### src/rtl/out_buffer_feeder_if.sv
// rtl/out_buffer_feeder_if.sv - row write, drain and transpose handshake bundle for out_buffer_feeder
interface out_buffer_feeder_if #(
  parameter int ROW_DIM    = 16,
  parameter int COL_DIM    = 16,
  parameter int DATA_WIDTH = 8
);
  localparam int AW = $clog2(COL_DIM);
  localparam int RW = ROW_DIM * DATA_WIDTH;

  logic [AW-1:0] A;
  logic [AW-1:0] B;
  logic          wr_valid;
  logic [RW-1:0] wr_data;
  logic          wr_ready;
  logic          drain_start;
  logic          T_end;
  logic          T_start;
  logic [RW-1:0] data_out;
  logic          busy;
  logic          done;

  modport slave (
    input  A, B, wr_valid, wr_data, drain_start, T_end,
    output wr_ready, T_start, data_out, busy, done
  );

  modport master (
    output A, B, wr_valid, wr_data, drain_start, T_end,
    input  wr_ready, T_start, data_out, busy, done
  );
endinterface

### src/rtl/out_buffer_feeder.sv
// rtl/out_buffer_feeder.sv - tile row buffer that captures array rows and streams masked rows to transpose
module out_buffer_feeder #(
  parameter int ROW_DIM    = 16,
  parameter int COL_DIM    = 16,
  parameter int DATA_WIDTH = 8
) (
  input  logic                clk,
  input  logic                reset,
  out_buffer_feeder_if.slave  bus
);
  localparam int AW = $clog2(COL_DIM);
  localparam int RW = ROW_DIM * DATA_WIDTH;

  typedef enum logic [2:0] {
    IDLE,
    FILL,
    FULL,
    DRAIN,
    WAIT_END
  } state_t;

  state_t        state;
  state_t        state_next;

  logic [AW-1:0] a_q;
  logic [AW-1:0] b_q;
  logic [AW-1:0] wr_ptr;
  logic [AW-1:0] rd_ptr;

  logic [RW-1:0] mem [COL_DIM];

  logic          wr_ready;
  logic          mem_we;
  logic [AW-1:0] mem_addr;
  logic [RW-1:0] rd_row;
  logic [RW-1:0] row_masked;

  logic          t_start_q;
  logic [RW-1:0] data_out_q;
  logic          done_q;

  // State register; reset abandons any tile in flight
  always_ff @(posedge clk) begin
    if (!reset) begin
      state <= IDLE;
    end else begin
      state <= state_next;
    end
  end

  // Next-state, write handshake and buffer write strobe
  always_comb begin
    state_next = state;
    wr_ready   = 1'b0;
    mem_we     = 1'b0;
    mem_addr   = wr_ptr;
    case (state)
      IDLE: begin
        wr_ready = 1'b1;
        // A zero-row tile is dropped without leaving IDLE
        if (bus.wr_valid && (bus.B != '0)) begin
          mem_we     = 1'b1;
          mem_addr   = '0;
          state_next = (bus.B == AW'(1)) ? FULL : FILL;
        end
      end
      FILL: begin
        wr_ready = 1'b1;
        if (bus.wr_valid) begin
          mem_we = 1'b1;
          if (wr_ptr == (b_q - AW'(1))) begin
            state_next = FULL;
          end
        end
      end
      FULL: begin
        if (bus.drain_start) begin
          state_next = DRAIN;
        end
      end
      DRAIN: begin
        if (rd_ptr == (b_q - AW'(1))) begin
          state_next = WAIT_END;
        end
      end
      WAIT_END: begin
        if (bus.T_end) begin
          state_next = IDLE;
        end
      end
      default: state_next = IDLE;
    endcase
  end

  // Lanes at or above the latched active width are zeroed before leaving the block
  always_comb begin
    rd_row     = mem[rd_ptr];
    row_masked = '0;
    for (int k = 0; k < ROW_DIM; k++) begin
      if (k < int'(a_q)) begin
        row_masked[k*DATA_WIDTH +: DATA_WIDTH] = rd_row[k*DATA_WIDTH +: DATA_WIDTH];
      end
    end
  end

  // Row storage; contents are don't-care after reset so it carries no reset
  always_ff @(posedge clk) begin
    if (mem_we) begin
      mem[mem_addr] <= bus.wr_data;
    end
  end

  // Dimension latches, pointers and registered stream outputs
  always_ff @(posedge clk) begin
    if (!reset) begin
      a_q        <= '0;
      b_q        <= '0;
      wr_ptr     <= '0;
      rd_ptr     <= '0;
      t_start_q  <= 1'b0;
      data_out_q <= '0;
      done_q     <= 1'b0;
    end else begin
      done_q     <= (state == WAIT_END) && bus.T_end;
      t_start_q  <= (state == DRAIN);
      data_out_q <= (state == DRAIN) ? row_masked : '0;
      case (state)
        IDLE: begin
          if (mem_we) begin
            a_q    <= bus.A;
            b_q    <= bus.B;
            wr_ptr <= AW'(1);
          end
        end
        FILL: begin
          if (mem_we) begin
            wr_ptr <= wr_ptr + AW'(1);
          end
        end
        FULL: begin
          if (bus.drain_start) begin
            rd_ptr <= '0;
          end
        end
        DRAIN: begin
          rd_ptr <= rd_ptr + AW'(1);
        end
        default: ;
      endcase
    end
  end

  assign bus.wr_ready = wr_ready;
  assign bus.busy     = (state != IDLE);
  assign bus.T_start  = t_start_q;
  assign bus.data_out = data_out_q;
  assign bus.done     = done_q;

endmodule

### src/flat_wrapper.sv
// flat-port wrapper written by rule: the top's interface ports become plain ports
module out_buffer_feeder_flat 
#(
  parameter int ROW_DIM    = 16,
  parameter int COL_DIM    = 16,
  parameter int DATA_WIDTH = 8
)
  (clk, reset, bus_A, bus_B, bus_wr_valid, bus_wr_data, bus_drain_start, bus_T_end, bus_wr_ready, bus_T_start, bus_data_out, bus_busy, bus_done);
  out_buffer_feeder_if #(.ROW_DIM(ROW_DIM), .COL_DIM(COL_DIM), .DATA_WIDTH(DATA_WIDTH)) bus_i ();
  input  logic clk;
  input  logic reset;
  input wire logic [$bits(bus_i.A)-1:0] bus_A;
  input wire logic [$bits(bus_i.B)-1:0] bus_B;
  input wire logic [$bits(bus_i.wr_valid)-1:0] bus_wr_valid;
  input wire logic [$bits(bus_i.wr_data)-1:0] bus_wr_data;
  input wire logic [$bits(bus_i.drain_start)-1:0] bus_drain_start;
  input wire logic [$bits(bus_i.T_end)-1:0] bus_T_end;
  output wire logic [$bits(bus_i.wr_ready)-1:0] bus_wr_ready;
  output wire logic [$bits(bus_i.T_start)-1:0] bus_T_start;
  output wire logic [$bits(bus_i.data_out)-1:0] bus_data_out;
  output wire logic [$bits(bus_i.busy)-1:0] bus_busy;
  output wire logic [$bits(bus_i.done)-1:0] bus_done;
  assign bus_i.A = bus_A;
  assign bus_i.B = bus_B;
  assign bus_i.wr_valid = bus_wr_valid;
  assign bus_i.wr_data = bus_wr_data;
  assign bus_i.drain_start = bus_drain_start;
  assign bus_i.T_end = bus_T_end;
  assign bus_wr_ready = bus_i.wr_ready;
  assign bus_T_start = bus_i.T_start;
  assign bus_data_out = bus_i.data_out;
  assign bus_busy = bus_i.busy;
  assign bus_done = bus_i.done;
  out_buffer_feeder #(.ROW_DIM(ROW_DIM), .COL_DIM(COL_DIM), .DATA_WIDTH(DATA_WIDTH)) u_core (.clk(clk), .reset(reset), .bus(bus_i));
endmodule
### config.mk
export PLATFORM = sky130hd
export DESIGN_NAME = out_buffer_feeder_flat
export DESIGN_NICKNAME = d
export VERILOG_FILES = /design/src/rtl/out_buffer_feeder_if.sv /design/src/rtl/out_buffer_feeder.sv /design/src/flat_wrapper.sv
export SDC_FILE = /design/constraint.sdc
export NUM_CORES = 1
export LEC_CHECK = 0
export CAP_MARGIN = 20
export CORE_ASPECT_RATIO = 0.7
export CORE_UTILIZATION = 27
export DETAILED_ROUTE_END_ITERATION = 8
export HOLD_SLACK_MARGIN = 0.03
export PLACE_DENSITY = 0.53
export SLEW_MARGIN = 10
export SYNTH_ARGS = -nofsm -noshare
export SYNTH_HDL_FRONTEND = slang
export SYNTH_SLANG_ARGS = --single-unit
export TNS_END_PERCENT = 10
### constraint.sdc
create_clock -name clk -period 23.4 [get_ports clk]
set_clock_uncertainty 0.15 [all_clocks]
set_input_delay 7.02 -clock clk [delete_from_list [all_inputs] [get_ports clk]]
set_output_delay 7.02 -clock clk [all_outputs]
set_load 0.01 [all_outputs]
* Yosys cells after proc, flatten, opt, wreduce, memory -nomap -nowiden
Memories as Yosys holds them, arrays and structs flattened. A register that Yosys moved wholly into a read port is not among the register bits.
Index checks and enable logic that the tools add are counted.
** Word-level totals
- Register bits after elaboration :: 149
- Latch bits :: 0
- Bits in writable memories :: 2048
- Bits in read-only memories :: 0
- Bits of input ports :: 141
- Output and inout bits :: 132
- Memories :: 1
** Cells by class
- Add/sub/neg operators :: 3
- $mul :: 0
- Divide/modulo/power cells :: 0
- $lt $le $gt $ge :: 15
- Equality and inequality tests :: 15
- Shift-type cells :: 0
- Muxes and demuxes :: 23
- Bitwise operators :: 0
- Reductions and logical operators :: 27
** Memory list
- u_core.mem :: words 16, width 128, read ports 1, clocked after Yosys merged registers in 1, wr ports 1, line out_buffer_feeder.sv:30 : logic [RW-1:0] mem [COL_DIM];
** Operators with widths (number)
- AND reduction 3 bit :: 16
- < comparator 4 bit, first input constant :: 7
- two-way mux 4 bit :: 7
- two-way mux 3 bit :: 6
- < comparator 3 x 4 -> 1 bit, first input constant :: 4
- one-hot mux 4 bit (2 select lines) :: 2
- one-hot mux 3 bit (5 select lines) :: 1
- inequality test 2 x 1 -> 1 bit, second input constant :: 5
- adder 4 x 1 -> 4 bit, second input constant :: 2
- == test 4 bit :: 2
- < comparator 1 x 4 -> 1 bit, first input constant :: 2
- < comparator 2 x 4 -> 1 bit, first input constant :: 2
- == test 3 x 2 -> 1 bit, second input constant :: 2
- inequality test 2 bit, second input constant :: 3
- AND reduction 6 bit :: 1
- two-way mux 1 bit :: 5
- == test 4 x 1 -> 1 bit, second input constant :: 1
- AND reduction 2 bit :: 2
- nonzero test 2 bit :: 2
- nonzero test 4 bit :: 1
- subtractor 4 x 1 -> 4 bit, second input constant :: 1
- == test 3 x 1 -> 1 bit, second input constant :: 1
- == test 3 bit, second input constant :: 1
- logical NOT 3 bit :: 1
- other kinds (5) :: 6

* Longest topological paths before layout
Gate-level depths: netlist of run 1.
- Depth in word-level cells :: 6
- Depth in mapped cells :: 7
- Mapped depth without buffers :: 7

* Worst setup path before layout of run 1
No wires, ideal clock.
- Kind :: input port to flip-flop
- Start point :: input bus_wr_valid
- End point :: memory u_core.mem[0][0] in the netlist's numbering (enable)
- Setup time :: 0.776 ns
- Arrival :: 16.496 ns
- Slack :: 5.978 ns
- Cell stages on the path :: 4
- Path buffers :: 0
- Path through :: nor2b_1 > nand2b_1 > or3_1 > o31ai_1
** On the way
- Longest elaborated chain between the ends :: 5
- Elaborated cells between the ends (all ways) :: 8
** Ends and longest elaborated chain
- start, declared :: line flat_wrapper.sv:14 : input wire logic [$bits(bus_i.wr_valid)-1:0] bus_wr_valid;
- logical AND 1 bit :: line out_buffer_feeder.sv:61 : if (bus.wr_valid && (bus.B != '0)) begin
- two-way mux 1 bit :: line out_buffer_feeder.sv:61
- one-hot mux 1 bit (2 select lines) :: line out_buffer_feeder.sv:57 : case (state)
- two-way mux 1 bit :: line out_buffer_feeder.sv:108 : if (mem_we) begin
- two-way mux 1 bit (implied by the code) :: line out_buffer_feeder.sv:109 : mem[mem_addr] <= bus.wr_data;
- end, declared :: line out_buffer_feeder.sv:30
Several ways; a longest one is shown, not always the timed one.

* Worst setup path after layout of run 1
- Start point :: input bus_B[3]
- End point :: memory u_core.mem[10][49] in the netlist's numbering (enable)
** On the way
- Longest elaborated chain between the ends :: 6
- Elaborated cells between the ends (all ways) :: 8
** Ends and longest elaborated chain
- start, declared :: line flat_wrapper.sv:13 : input wire logic [$bits(bus_i.B)-1:0] bus_B;
- nonzero test 4 bit (*) :: line out_buffer_feeder.sv:61
- logical AND 1 bit (*) :: line out_buffer_feeder.sv:61
- two-way mux 1 bit :: line out_buffer_feeder.sv:61
- one-hot mux 1 bit (2 select lines) :: line out_buffer_feeder.sv:57
- two-way mux 1 bit :: line out_buffer_feeder.sv:108
- two-way mux 1 bit (implied by the code) :: line out_buffer_feeder.sv:109
Mark *: on every way between the ends. The rest lies on a longest branch, timed or not.

==> results.cfg, run 1 <==
[critical_path]
startpoint_type = input pin
endpoint_kind = flip-flop
cp.arrival_ns = 11.49
crit_fanout = 42
timing.setup.critical_path_class = in -> reg
worstPathRequired_ns = 23.70

[clock_network]
cts.htree.levels = 4
clkLatencyLatePin_ns = 0.87
cts_hold_buffers = 0
clockBufferDepth = 4
clkSinkCount = 2065
cts_tree = built
path_clk_slew_ns = 0.06
root_buffer = clkbuf_16
cts_resized = 0
cts_setup_buffers = 0
cts_inserted_buffers = 210

[grt]
track_usage = 0.132
grt_pass1_wl_um = 274000
overflow = 0
antenna_found_initial = 36
grt_pass1_vias = 36511
grt_max_degree = 120

[yosys]
synth-seq-cells = 2065
syn_area_um2 = 77000
async_flop_share = 0
synth_xor_xnor_area_share = 0.00158
yosys_most_used_dff = edfxtp_1
seq_area_frac_synth = 0.786
synth_top_family_by_area = multiplexers
synth_compound_area_frac = 0.0261
synth_fa_ha_area_frac = 0.000487
synth_simple_gate_area_frac = 0.0156
syn_inst = 3369
synth_cell_types = 49
yosys_warnings = 0
synth_mux_area_frac = 0.157
syn_area_per_cell_um2 = 22.9
synth_edf_count = 1920

[power]
switchingPower_w = 0.00165
p_clk_frac = 0.424
p_leak_nw = 26.8
p_seq_frac = 0.523
worst_ir_drop_vdd_v = 0.0000621
totalPowerFinal_w = 0.00791
p_int_w = 0.00626
p_per_area_nw_per_um2 = 86.8
p_comb_frac = 0.053
switching_share = 0.208

[finish]
area_growth_pct = 18.4
layout_common_cells = edfxtp_1, mux4_2, clkdlybuf4s50_1
multi_input_comb_area_um2 = 15700
final_common_cell = edfxtp_1
final_cell_area_um2 = 91100
nFillCells = 26817
drive_above_1_share = 0.232
fin_nets = 3872
register_area_um2 = 60600

[timing]
finalCritPeriodShare = 0.478
rsz0062_at_grt = false
drv_slew = 0
relSlewSlack = 0.322
post-route-min-period_ns = 11.19
timing.final.hold_violations = 0
worst_hold_slack_ns = 0.394
fmax_ghz = 0.0893
setup_tns_ns = 0
tightest_slew_ns = 1.02
setup_viol = 0

[die]
die_area_um2 = 287000
start_util = 0.272
placement_rows = 163
die_h_um = 449
core_area_um2 = 283000
io_pins = 273
die_width_um = 640

[worst_hold_path]
hold_class = reg -> reg

[detailed_routing]
drc = 0
first_iter_violations = 2881
wl_um = 193000
antenna_left = 0
drtPass1Iterations = 5
drt-vias-per-instance = 4.57
wl_per_cell_um = 25.1
num_vias = 35180

[placed_design]
place_hpwl_um = 100000
gp_congestion = 0.674
place_area_um2 = 84300
io_buffers = 256

[run]
cap_violations = 0

[status]
status = finished clean
==> sequential cells by signal, indices dropped and copies added (netlist names), named ones only <==
| name | cells |
|---|---|
| u_core.a_q | 4 |
| u_core.state | 3 |
| u_core.bus.data_out | 120 |
| u_core.wr_ptr | 4 |
| u_core.b_q | 4 |
| u_core.bus.done | 1 |
| u_core.rd_ptr | 4 |
| u_core.bus.T_start | 1 |
| u_core.mem | 1920 |
==> per-layer routing <==
metal,GRT usage,part of all wire,vias up
met3,0.0254,0.053,265
met1,0.191,0.46,19092
met5,0,0.00052,-
met4,0.0289,0.020,16
met2,0.206,0.46,833
li1,-,-,14974
==> power by group through the flow <==
stage / logic (W) / registers, W / clock network (W)
floorplan: 0.000277 / 0.00422 / 0
CTS: 0.000429 / 0.00414 / 0.00345
global route: 0.000457 / 0.00414 / 0.00358
finish: 0.000418 / 0.00414 / 0.00335
global placement: 0.000422 / 0.00421 / 0
detailed placement: 0.000428 / 0.00422 / 0
==> through the flow <==
stage	utilization	setup slack [ns]	std cells
after floorplan	-	5.98	3376
after detailed placement	0.298	11.36	7311
after CTS	0.322	12.25	7691
final	0.322	12.21	7695
after global placement	0.298	11.43	7311
after global routing	0.322	11.95	7694
==> logic make-up after synthesis <==
kind of cell	Yosys count
multiplexers	609
other	1
flip-flops	2065
buffers and inverters	201
adder cells (fa/ha/maj)	3
AO/OA/AOI/OAI	271
AND/OR/NAND/NOR	206
XOR/XNOR	13
==> layout make-up <==
class / count / share of cell area
Inverter: 5 / 0.000206
Clock inverter: 90 / 0.0113
Clock buffer: 290 / 0.0640
Sequential cell: 2065 / 0.665
Timing Repair Buffer: 336 / 0.0358
Multi-Input combinational cell: 1110 / 0.172
Antenna cell: 4 / 0.000110
Tap cell: 3795 / 0.0521
==> worst paths after layout <==
kind	start	endpoint	slack, ns	cells past startpoint
max reg2reg	u_core.state[1]$_SDFFE_PN0P_	u_core.mem[10][49]$_DFFE_PP_	18.69	6
min reg2reg	u_core.b_q[3]$_SDFFE_PN0P_	u_core.b_q[3]$_SDFFE_PN0P_	0.39	2
min	u_core.b_q[3]$_SDFFE_PN0P_	u_core.b_q[3]$_SDFFE_PN0P_	0.39	2
max	bus_B[3]	u_core.mem[10][49]$_DFFE_PP_	12.21	7
==> Yosys cell counts, types with 3 or more instances <==
master       n  share of area
a211oi_1   240          0.023
a21oi_1      4        0.00026
and2_1       4        0.00032
and3_1       3        0.00024
buf_1       19        0.00093
buf_2       38         0.0025
buf_4       45         0.0044
clkbuf_1    94         0.0046
dfxtp_1    145          0.038
edfxtp_1  1920           0.75
ha_1         3        0.00049
inv_1        5        0.00024
mux2i_1    129          0.017
mux4_2     480           0.14
nand2_1     18        0.00088
nand2b_1     3        0.00024
nand3_1      7        0.00045
nand3b_1     5        0.00049
nor2_1      21         0.0010
nor2b_1    132          0.011
o21ai_0      4        0.00026
o21ai_1      4        0.00026
o31ai_1      3        0.00029
or3_1        3        0.00024
xnor2_1      9         0.0010
xor2_1       3        0.00034
==> critical path: stages <==
cell,delay [ns]
clkdlybuf4s50_1,0.46
nor4_1,0.54
nand3b_1,0.78
nand3b_1,0.42
nor2_4,0.74
buf_4,0.58
buf_4,0.80
Power figures use the tool's default switching activity.
==> run 2, diff against run 1 <==
PLACE_DENSITY = 0.54   (was 0.53)
clock period = 10.2 ns   (was 23.4 ns; I/O delays follow)
==> run 2 against run 1 <==
  * Clock power is 120% higher
  * Flip-flop and latch count is the same
  * Global-route usage down 0.17 points
  * Worst hold slack worse by 0.020 ns
  * Count of clock-buffer cells in the layout grew 2
  * Sequential power up 130%
  * Cell count down 0.31%
  * Via count down 0.74%
  * Routed wire length is 0.93% lower
  * Sequential share of layout area increased by 0.27 points
  * Cell area decreased by 0.40%
  * Critical path type unchanged
  * Largest cell class unchanged
  * Largest power group unchanged
==> results.cfg, run 2 (same netlist as run 1, synthesis figures left out) <==
[die]
placement_rows = 163
io_pins = 273
core_area_um2 = 283000
die_area_um2 = 287000
die_h_um = 449
start_util = 0.272
die_width_um = 640

[critical_path]
crit_buf_inv = 2
crit_family = simple AND/OR/NAND/NOR gates
critPathSlowestCell = nand3b_1
startpoint_type = input pin
worstPathRequired_ns = 10.50
timing.setup.critical_path_class = in -> reg
timing.critical_path.mode_cell = nand3b_1
crit_start = bus_B[3]
endpoint_kind = flip-flop
rr_startpoint = u_core.state[2]$_SDFFE_PN0P_
crit_fanout = 28
crit_chain = clkdlybuf4s50_1 -> nor4_1 -> nand3b_1 -> nand3b_1 -> nor2_4 -> buf_4
slowest_delay_ns = 0.73
cp.arrival_ns = 6.58

[clock_network]
cts_inserted_buffers = 199
clkLatencyLatePin_ns = 0.82
root_buffer = clkbuf_16
path_clk_slew_ns = 0.06
cts_hold_buffers = 0
cts.htree.levels = 4
cts_setup_buffers = 0
clockBufferDepth = 4
cts_tree = built
cts_resized = 0
clkSinkCount = 2065

[finish]
register_area_um2 = 60600
layout_common_cells = edfxtp_1, mux4_2, clkdlybuf4s50_1
final_cells = 7671
nFillCells = 26825
multi_input_comb_area_um2 = 15700
fin_nets = 3853
largest_reg_flops = 1920
final_common_cell = edfxtp_1
area_growth_pct = 17.9
top_register = u_core.mem
drive_above_1_share = 0.222

[worst_hold_path]
hold_class = reg -> reg
worst_hold_startpoint = u_core.b_q[3]$_SDFFE_PN0P_

[grt]
grt_pass1_vias = 36126
antenna_found_initial = 46
grt_max_degree = 139
overflow = 0
track_usage = 0.130
grt_pass1_wl_um = 271000

[timing]
finalCritPeriodShare = 0.616
relSlewSlack = 0.288
tightest_slew_ns = 1.07
timing.final.ws_setup_ns = 3.92
setup_viol = 0
fmax_ghz = 0.159
drv_slew = 0
post-route-min-period_ns = 6.28
rsz0062_at_grt = false
setup_tns_ns = 0
timing.final.hold_violations = 0
worst_hold_slack_ns = 0.374

[detailed_routing]
drt-vias-per-instance = 4.55
drtPass1Iterations = 5
wl_um = 191000
antenna_left = 0
first_iter_violations = 2563
drc = 0
wl_per_cell_um = 24.9
num_vias = 34921

[placed_design]
io_buffers = 256
place_hpwl_um = 100000
dp_slack_ns = 3.00
place_inst = 7301
gp_congestion = 0.684

[status]
status = finished clean

[power]
p_leak_nw = 26.5
worst_ir_drop_vdd_v = 0.000113
totalPowerFinal_w = 0.0177
p_per_area_nw_per_um2 = 195

[run]
cap_violations = 0
-- run 2: changes by cell type in the layout (fill, tap and decap cells not counted), sizes merged --
cell	previous run	this run
clkinvlp	11	2
buf	80	72
clkinv	52	46
bufinv	19	14
clkbuf	290	292
diode	4	6
-- run 2: cell type report --
| class | instances | area share |
|---|---|---|
| clock buffers | 292 | 0.0617 |
| diodes | 6 | 0.000165 |
| multi-input cells | 1110 | 0.173 |
| repair buffers | 328 | 0.0378 |
| inverters | 5 | 0.000207 |
| well taps | 3795 | 0.0523 |
| clock inverters | 70 | 0.00806 |
| flip-flops and latches | 2065 | 0.667 |
-- run 2: through the flow --
stage	cell area, um^2	utilization
2_1_floorplan	77000	-
3_3_place_gp	84400	0.298
3_5_place_dp	84400	0.299
4_1_cts	90700	0.321
5_1_grt	90800	0.321
6_report	90800	0.321
-- run 2: worst paths after layout --
kind	endpoint	slack, ns	cells after the start
hold / removal	u_core.b_q[3]$_SDFFE_PN0P_	0.37	2
setup / recovery	u_core.mem[6][54]$_DFFE_PP_	3.92	6
setup reg to reg	u_core.mem[8][97]$_DFFE_PP_	6.29	5
hold reg to reg	u_core.b_q[3]$_SDFFE_PN0P_	0.37	2
-- run 2: routing by layer --
layer  vias to the layer above  track usage  wire length [um]
met5                         -            0               126
met3                       280       0.0242              8390
met1                     18927        0.175             83400
met2                       747        0.220             95600
met4                        22       0.0258              3420
li1                      14945            -                 -
-- run 2: worst min-delay path: stages, from the launching register on --
cell	delay, ns
dfxtp_1	0.34
nand2_1	0.06
a21boi_0	0.07
-- run 2: power breakdown --
| group | total [W] | leakage, nW | internal [W] | switching [W] |
|---|---|---|---|---|
| clock | 0.00727 | 3.10 | 0.00416 | 0.00311 |
| sequential | 0.00948 | 18.5 | 0.00943 | 0.0000522 |
| combinational | 0.000968 | 4.93 | 0.000448 | 0.000520 |
| total | 0.0177 | 26.5 | 0.0140 | 0.00368 |
